$ cat src/rtl/clock_pkg.sv
// clock_pkg: shared mode encoding, BCD digit limits and digit type for the time-of-day blocks.
package clock_pkg;
    typedef logic [3:0] bcd_t;
    localparam logic [1:0] MODE_SET             = 2'b01;
    localparam bcd_t       SEC_TENS_MAX         = 4'd5;
    localparam bcd_t       UNITS_MAX            = 4'd9;
    localparam bcd_t       HOUR_TENS_MAX        = 4'd2;
    localparam bcd_t       HOUR_UNITS_MAX_AT_20 = 4'd3;
endpackage

$ cat src/rtl/bcd_digit_counter.sv
// bcd_digit_counter: one BCD digit that loads, or counts 0..MAX and wraps with a carry.
// Ports: clk, rst_n (sync, active-low), load/load_val (load wins over inc),
//        inc (advance one step), digit (current value), carry (inc while at MAX).
module bcd_digit_counter
    import clock_pkg::*;
#(
    parameter bcd_t MAX = UNITS_MAX
) (
    input  logic clk,
    input  logic rst_n,
    input  logic load,
    input  bcd_t load_val,
    input  logic inc,
    output bcd_t digit,
    output logic carry
);
    assign carry = inc && digit == MAX;

    always_ff @(posedge clk) begin
        if (!rst_n)
            digit <= '0;
        else if (load)
            digit <= load_val;
        else if (inc)
            digit <= (digit == MAX) ? '0 : digit + 4'd1;
    end
endmodule

$ cat src/rtl/timekeeper_core.sv
// timekeeper_core: 24-hour BCD time-of-day counter loaded from the set-time block on leaving SET.
// Ports: clk, rst_n (sync, active-low), set_mode (01 = SET, else RUN),
//        set_hour1..set_sec2 (BCD load value), hour1..sec2 (running time),
//        tick_1hz / day_wrap / load_err (registered one-cycle strobes).
module timekeeper_core
    import clock_pkg::*;
#(
    parameter int TICK_DIV = 100000000
) (
    input  logic       clk,
    input  logic       rst_n,
    input  logic [1:0] set_mode,
    input  bcd_t       set_hour1,
    input  bcd_t       set_hour2,
    input  bcd_t       set_min1,
    input  bcd_t       set_min2,
    input  bcd_t       set_sec1,
    input  bcd_t       set_sec2,
    output bcd_t       hour1,
    output bcd_t       hour2,
    output bcd_t       min1,
    output bcd_t       min2,
    output bcd_t       sec1,
    output bcd_t       sec2,
    output logic       tick_1hz,
    output logic       day_wrap,
    output logic       load_err
);
    localparam int PW = (TICK_DIV > 1) ? $clog2(TICK_DIV) : 1;

    logic [PW-1:0] presc;
    logic [1:0]    prev_mode;
    logic          in_set, exit_set, load_ok, load, wrap, hour_max;
    logic          c_s2, c_s1, c_m2, c_m1;

    always_comb begin
        in_set   = set_mode == MODE_SET;
        exit_set = prev_mode == MODE_SET && !in_set;
        load_ok  = set_hour1 < HOUR_TENS_MAX ||
                   (set_hour1 == HOUR_TENS_MAX && set_hour2 <= HOUR_UNITS_MAX_AT_20);
        load     = exit_set && load_ok;
        // A load cycle always restarts the second, so it can never also tick.
        wrap     = !in_set && !exit_set && presc == PW'(TICK_DIV - 1);
        hour_max = hour1 == HOUR_TENS_MAX && hour2 == HOUR_UNITS_MAX_AT_20;
    end

    bcd_digit_counter #(.MAX(UNITS_MAX)) u_sec2 (
        .clk(clk), .rst_n(rst_n), .load(load), .load_val(set_sec2), .inc(wrap),
        .digit(sec2), .carry(c_s2));
    bcd_digit_counter #(.MAX(SEC_TENS_MAX)) u_sec1 (
        .clk(clk), .rst_n(rst_n), .load(load), .load_val(set_sec1), .inc(c_s2),
        .digit(sec1), .carry(c_s1));
    bcd_digit_counter #(.MAX(UNITS_MAX)) u_min2 (
        .clk(clk), .rst_n(rst_n), .load(load), .load_val(set_min2), .inc(c_s1),
        .digit(min2), .carry(c_m2));
    bcd_digit_counter #(.MAX(SEC_TENS_MAX)) u_min1 (
        .clk(clk), .rst_n(rst_n), .load(load), .load_val(set_min1), .inc(c_m2),
        .digit(min1), .carry(c_m1));

    // Hours are kept as a pair because 23 wraps to 00 rather than to 24.
    always_ff @(posedge clk) begin
        if (!rst_n) begin
            presc     <= '0;
            prev_mode <= 2'b00;
            hour1     <= '0;
            hour2     <= '0;
            tick_1hz  <= 1'b0;
            day_wrap  <= 1'b0;
            load_err  <= 1'b0;
        end else begin
            prev_mode <= set_mode;
            presc     <= (in_set || exit_set || wrap) ? '0 : presc + 1'b1;
            tick_1hz  <= wrap;
            day_wrap  <= c_m1 && hour_max;
            load_err  <= exit_set && !load_ok;
            if (load) begin
                hour1 <= set_hour1;
                hour2 <= set_hour2;
            end else if (c_m1) begin
                hour1 <= hour_max ? '0 : (hour2 == UNITS_MAX) ? hour1 + 4'd1 : hour1;
                hour2 <= (hour_max || hour2 == UNITS_MAX) ? '0 : hour2 + 4'd1;
            end
        end
    end
endmodule

$ cat config.mk
export PLATFORM = sky130hd
export DESIGN_NAME = timekeeper_core
export DESIGN_NICKNAME = d
export VERILOG_FILES = /design/src/rtl/clock_pkg.sv /design/src/rtl/bcd_digit_counter.sv /design/src/rtl/timekeeper_core.sv
export SDC_FILE = /design/constraint.sdc
export NUM_CORES = 1
export LEC_CHECK = 0
export CAP_MARGIN = 20
export CORE_MARGIN = 3
export CORE_UTILIZATION = 52
export DETAILED_ROUTE_END_ITERATION = 10
export GPL_TIMING_DRIVEN = 1
export PLACE_DENSITY = 0.81
export RECOVER_POWER = 100
export SLEW_MARGIN = 10
export SYNTH_ARGS = -nofsm -noshare
export SYNTH_HDL_FRONTEND = slang
export SYNTH_HIERARCHICAL = 1
export SYNTH_SLANG_ARGS = --single-unit
$ cat constraint.sdc
create_clock -name clk -period 5.55 [get_ports clk]
set_input_delay 1.11 -clock clk [delete_from_list [all_inputs] [get_ports clk]]
set_output_delay 1.11 -clock clk [all_outputs]
set_load 0.02 [all_outputs]
* After elaboration in Yosys (flattened, before gate mapping)
Index checks and enable logic that the tools add are counted.
Cells by class: add/sub/neg operators 7, multipliers 0, reductions and logical operators 27, eq/ne operators 11, shift operators 0, magnitude comparators 2, bitwise operators 1, div/mod/pow operators 0, muxes and demuxes 19
Operator list (number):
- $mux W4 | 19
- $add A27 B1 Y27 const B | 1
- $eq A27 B27 Y1 const B | 1
- $add A4 B1 Y4 const B | 6
- $eq A4 B2 Y1 const B | 3
- $eq A4 B4 Y1 const B | 3
- $logic_and A1 B1 Y1 | 12
- $reduce_bool A2 Y1 | 5
- $eq A4 B3 Y1 const B | 2
- $eq A2 B1 Y1 const B | 2
- $le A4 B2 Y1 const B | 1
- $logic_or A1 B1 Y1 | 4
- $lt A4 B2 Y1 const B | 1
- $logic_not A1 Y1 | 3
- $reduce_bool A3 Y1 | 1
- $reduce_and A2 Y1 | 1
- $reduce_or A2 Y1 | 1
- $not A1 Y1 | 1
Storage, ports and cells: memories 0, bits in read-only memories 0, bits in latches 0, word-level logic and storage cells 78, register bits 56, RAM bits 0, output and inout bits 27, input port bits 28

* Logic depth before layout (Yosys ltp)
Gate-level depths: netlist of the first run.
word-level depth 12, depth in mapped cells 18, gate-level depth less buffers 17

* Hierarchy
Netlist of the first run, hierarchy kept.
By module, submodules not included:
- timekeeper_core | cells each 231, area an instance 1995.7 um2, times used 1, sequential area each 800.8 um2
- bcd_digit_counter (u_min2 ...) | cells each 28, area an instance 226.5 um2, times used 2, sequential area each 80.1 um2
- bcd_digit_counter (u_min1 ...) | cells each 24, area an instance 205.2 um2, times used 2, sequential area each 80.1 um2

* Worst setup path after synthesis of the first run
Ideal clock, no wire load.
path kind input to register, start point in set_mode[0], end point reg hour2[2], setup time 0.078 ns, setup slack 0.713 ns, path buffers 1, data required time 5.472 ns, stages 16, data arrival time 4.760 ns, cell sequence nor2b_1 nor2b_1 nor3b_1 nand2_2 nor3_1 nand2_2 nor4b_1 nand2_2 nor3_1 nand2_2 nor4b_1 clkbuf_1 nand2_1 a2111oi_0 a211oi_1 nor3_1
Between the ends: cells in the longest elaborated chain, start to end 11, elaborated cells between the ends (all ways) 13, those cells by class eq/ne (1); mux (1); reduce/logical (11)
Ends and longest elaborated chain:
- from (decl) | line timekeeper_core.sv:12 | input logic [1:0] set_mode,
- $eq A2 B1 Y1 * | line timekeeper_core.sv:37 | in_set = set_mode == MODE_SET;
- $logic_not A1 Y1 * | line timekeeper_core.sv:38, timekeeper_core.sv:43
- $logic_and A1 B1 Y1 | line timekeeper_core.sv:38 | exit_set = prev_mode == MODE_SET && !in_set;
- $logic_not A1 Y1 | line timekeeper_core.sv:43 | wrap = !in_set && !exit_set && presc == PW'(TICK_DIV - 1);
- $logic_and A1 B1 Y1 * (2 in a row) | line timekeeper_core.sv:43
- via wrap | line timekeeper_core.sv:33 | logic in_set, exit_set, load_ok, load, wrap, hour_max;
- $logic_and A1 B1 Y1 * | line bcd_digit_counter.sv:17 | assign carry = inc && digit == MAX;
- via c_s2 | line timekeeper_core.sv:34 | logic c_s2, c_s1, c_m2, c_m1;
- $logic_and A1 B1 Y1 * | line bcd_digit_counter.sv:17
- via c_s1 | line timekeeper_core.sv:34
- $logic_and A1 B1 Y1 * | line bcd_digit_counter.sv:17
- via c_m2 | line timekeeper_core.sv:34
- $logic_and A1 B1 Y1 * | line bcd_digit_counter.sv:17
- via c_m1 | line timekeeper_core.sv:34
- $reduce_bool A2 Y1 (no line) *
- to (signal assigned) | line timekeeper_core.sv:78 | hour2 <= set_hour2;
- to (signal assigned) | line timekeeper_core.sv:81 | hour2 <= (hour_max || hour2 == UNITS_MAX) ? '0 : hour2 + 4'd1;
- to (decl) | line timekeeper_core.sv:20 | output bcd_t hour2,
The timed path passes the listed nets; every way through them passes the cells marked *. A chain may end at the register's enable or synchronous reset.

* Final worst setup path of the first run
Same ends and word-level chain as after synthesis.

==> impl_metrics.tcl, run 1 <==
set metrics [dict create \
    antenna_left 0 \
    first_global_vias 2510 \
    failed_checks "capacitance limit, slew limit" \
    timing.final.crit_share_pct 89.90 \
    area.growth.synth_to_final_pct 24.42 \
    synth_top_cell_by_area "dfxtp_1" \
    vias 2631 \
    hold_ws_ns 0.4724 \
    grt_pass1_wl_mm 11.24 \
    post-dp-hpwl_mm 4.905 \
    power_density_mw_per_mm2 195.3 \
    synthFlopType "dfxtp_1" \
    r2r_slack_ns 0.79 \
    setup_viol 0 \
    dr.pass1.iters 4 \
    first_iter_violations 147 \
    synth_cell_types 57 \
    synth_edf_count 0 \
    crit_path_start_kind "input pin" \
    port_buffers 54 \
    core_mm2 0.005205 \
    seq_area_frac_synth_pct 39.21 \
    synthesis.area_mm2 0.002859 \
    status "complete, but fails checks" \
    die_w_um 80.15 \
    combPwrFrac_pct 7.5 \
    synth_cells 335 \
    crit_arrival_ns 5.22 \
    power_frac_seq_pct 59.1 \
    wl_met3_um 231 \
    io_pins 55 \
    cts-root-buf "clkbuf_8" \
    ys_ff_latch 56 \
    rsz0062_at_grt "no" \
    final_util_pct 68.34 \
    clock_skew_ns 0.01017 \
    cts_tree "done" \
    drc 0 \
    synth_area_leaders "dfxtp_1 (39%), xor2_1 (5.8%), nor2_1 (4.3%), a21oi_1 (3.9%), nand2_1 (3.5%)" \
    endpoint_kind "flip-flop" \
    total_power_mw 0.6948 \
    yosysTopAreaCellShare_pct 39.21 \
    clkPwrFrac_pct 33.4 \
    place_congestion 0.8466 \
    finalSetupTns_ns 0 \
    hold_path.startpoint "presc[0]$_SDFF_PP0_" \
    diodes 0 \
    yosysMostFrequentCell "dfxtp_1" \
    htreeDepth 2 \
    cp-startpoint "set_mode[0]" \
    wl_met1_mm 3.029 \
    wl_per_cell_um 14.28 \
    switching_share_pct 22.94 \
    reg2reg_to "hour2[2]$_SDFFE_PN0P_" \
    start_util_pct 54.93 \
    synth_nets 368 \
    slew_headroom_pct -63.69 \
    cts_buffers 5 \
    wl_met2_mm 3.247 \
    async_flop_share_pct 0 \
    critPathMaxFanout 10 \
    track_usage_pct 21.33 \
    internal_power_mw 0.5354 \
    wirelength_mm 6.613 \
    viasPerCell 5.683 \
    p_leak_nw 1.386 \
    yosys-top-cells-count "dfxtp_1 (56), nor2_1 (33), nand2_1 (27), a21oi_1 (22), xor2_1 (19)" \
    grt_max_degree 27 \
    peakVddDrop_v 0.0002545 \
    clockBufferDepth 2 \
    maxCapViolCount 1 \
    drive_above_1_share_pct 6.616 \
    slew_viol_final 22 \
    fmax_mhz 200.4 \
    fin_crit_ns 4.989 \
    tightest_slew_ns 2.430 \
    min_path_cells 1 \
    ctsHoldBuffers 0 \
    dieArea_mm2 0.006424 \
    std_cell_rows 26 \
    clk_pin_slew_ns 0.10 \
    final_cells 463 \
    hold_viol 0 \
    r2r_cells 19 \
    netSwitchingPower_mw 0.1594 \
    grt-ovfl-total 0 \
    antenna_found_initial 0 \
    yosys_warnings 6 \
    holdCritPathClass "reg2reg" \
    crit_type "in2reg" \
    fin_nets 425 \
    rr_startpoint "presc[0]$_SDFF_PP0_" \
    dp_cells 455 \
    setup_ws_ns 0.5605 \
    die_h_um 80.15 \
    dpl_cell_area_mm2 0.003470 \
    worstPathRequired_ns 5.78 \
    highest_layer "met4" \
    fin_area_mm2 0.003557 \
    clock-sinks 56 \
    avgSynthCellArea_um2 8.534 \
    min_to "presc[0]$_SDFF_PP0_" \
    insertion_delay_ns 0.30 \
    place_ws_ns 0.08574 \
]
## state kept, by name, summed over array words and instances (netlist names)
register      cells
hour2             4
tick_1hz          1
u_min1/digit      4
prev_mode         2
u_sec2/digit      4
day_wrap          1
load_err          1
u_min2/digit      4
u_sec1/digit      4
presc            27
hour1             4
## power by group through the flow
stage                     registers, mW  clock network, mW  logic (mW)
final                             0.411              0.232      0.0518
after detailed placement          0.420                  0      0.0533
after global placement            0.420                  0      0.0525
after CTS                         0.411              0.238      0.0537
after floorplan                   0.422                  0      0.0201
after global routing              0.412              0.258      0.0564
## area by class of cell
cell class	instances	area, um2
clock buffer	7	86.33
fill	445	1648
sequential	56	1121
clock inverter	1	7.507
inverter	16	60.06
tap	70	87.58
multi-input combinational	257	1639
timing repair buffer	56	555.5
## kinds of logic (layout without fill, tap and decap cells)
logic type / Yosys count / in the layout / share of synthesized area, %
AOI/OAI and AO/OA: 68 / 68 / 14.92
xor gates and xnor gates: 29 / 29 / 8.884
adders and majority gates: 5 / 5 / 2.188
buffers and inverters: 22 / 80 / 3.239
DFF: 56 / 56 / 39.21
muxes: 2 / 2 / 0.7002
and+or+nand+nor: 153 / 153 / 30.85
## placed cells by master (no fill, tap or decap), drive strengths merged, types with 10 or more instances in the layout
| master | count |
|---|---|
| o21ai | 19 |
| nand2 | 32 |
| dfxtp | 56 |
| nor2 | 37 |
| xor2 | 19 |
| nor3 | 12 |
| nand3 | 16 |
| nand4 | 16 |
| dlygate4sd3 | 29 |
| xnor2 | 10 |
| inv | 16 |
| a21oi | 22 |
| clkdlybuf4s50 | 25 |
## critical path, stage by stage
cell	delay [ns]
clkdlybuf4s50_1	0.41
nor2b_1	0.15
nor2b_1	0.17
nor3b_2	0.35
nand2_2	0.10
nor3_1	0.46
nand2_2	0.14
nor4b_1	0.27
buf_4	0.18
nand2_1	0.07
nor3_1	0.48
nand2_2	0.16
nor4b_1	0.27
buf_4	0.22
nand2_1	0.07
a2111oi_0	0.36
a211oi_1	0.09
nor3_1	0.15
## layer usage
| metal | vias to the layer above | global-route usage, % |
|---|---|---|
| met3 | 10 | 4.036 |
| met1 | 1250 | 26.35 |
| met4 | 0 | 5.743 |
| li1 | 1314 | - |
| met5 | - | 0 |
| met2 | 57 | 37.67 |
## worst max-delay path by stage
stage                     slack (ns)  cells after the start                     to
after floorplan                 0.71                     16  hour2[2]$_SDFFE_PN0P_
after CTS                       0.39                     18  hour2[2]$_SDFFE_PN0P_
after detailed placement        0.09                     18  hour2[2]$_SDFFE_PN0P_
final                           0.56                     18  hour2[2]$_SDFFE_PN0P_
after global placement          0.28                     18  hour2[2]$_SDFFE_PN0P_
after global routing            0.16                     18  hour2[2]$_SDFFE_PN0P_
## timing repair
item                       4_1_cts  5_1_grt
buffers inserted                 0        0
setup endpoints to repair        0        1
resized for setup                0        1
Power figures use the tool's default switching activity.
==> run 2, diff against run 1 <==
--- a/config.mk
+++ b/config.mk
@@ -10,6 +10,7 @@
 export CORE_UTILIZATION = 52
 export DETAILED_ROUTE_END_ITERATION = 10
 export GPL_TIMING_DRIVEN = 1
+export HOLD_SLACK_MARGIN = 0.02
 export PLACE_DENSITY = 0.81
 export RECOVER_POWER = 100
 export SLEW_MARGIN = 10
==> results of run 2 <==
Final layout, timing and power as in run 1 (identical DEF).
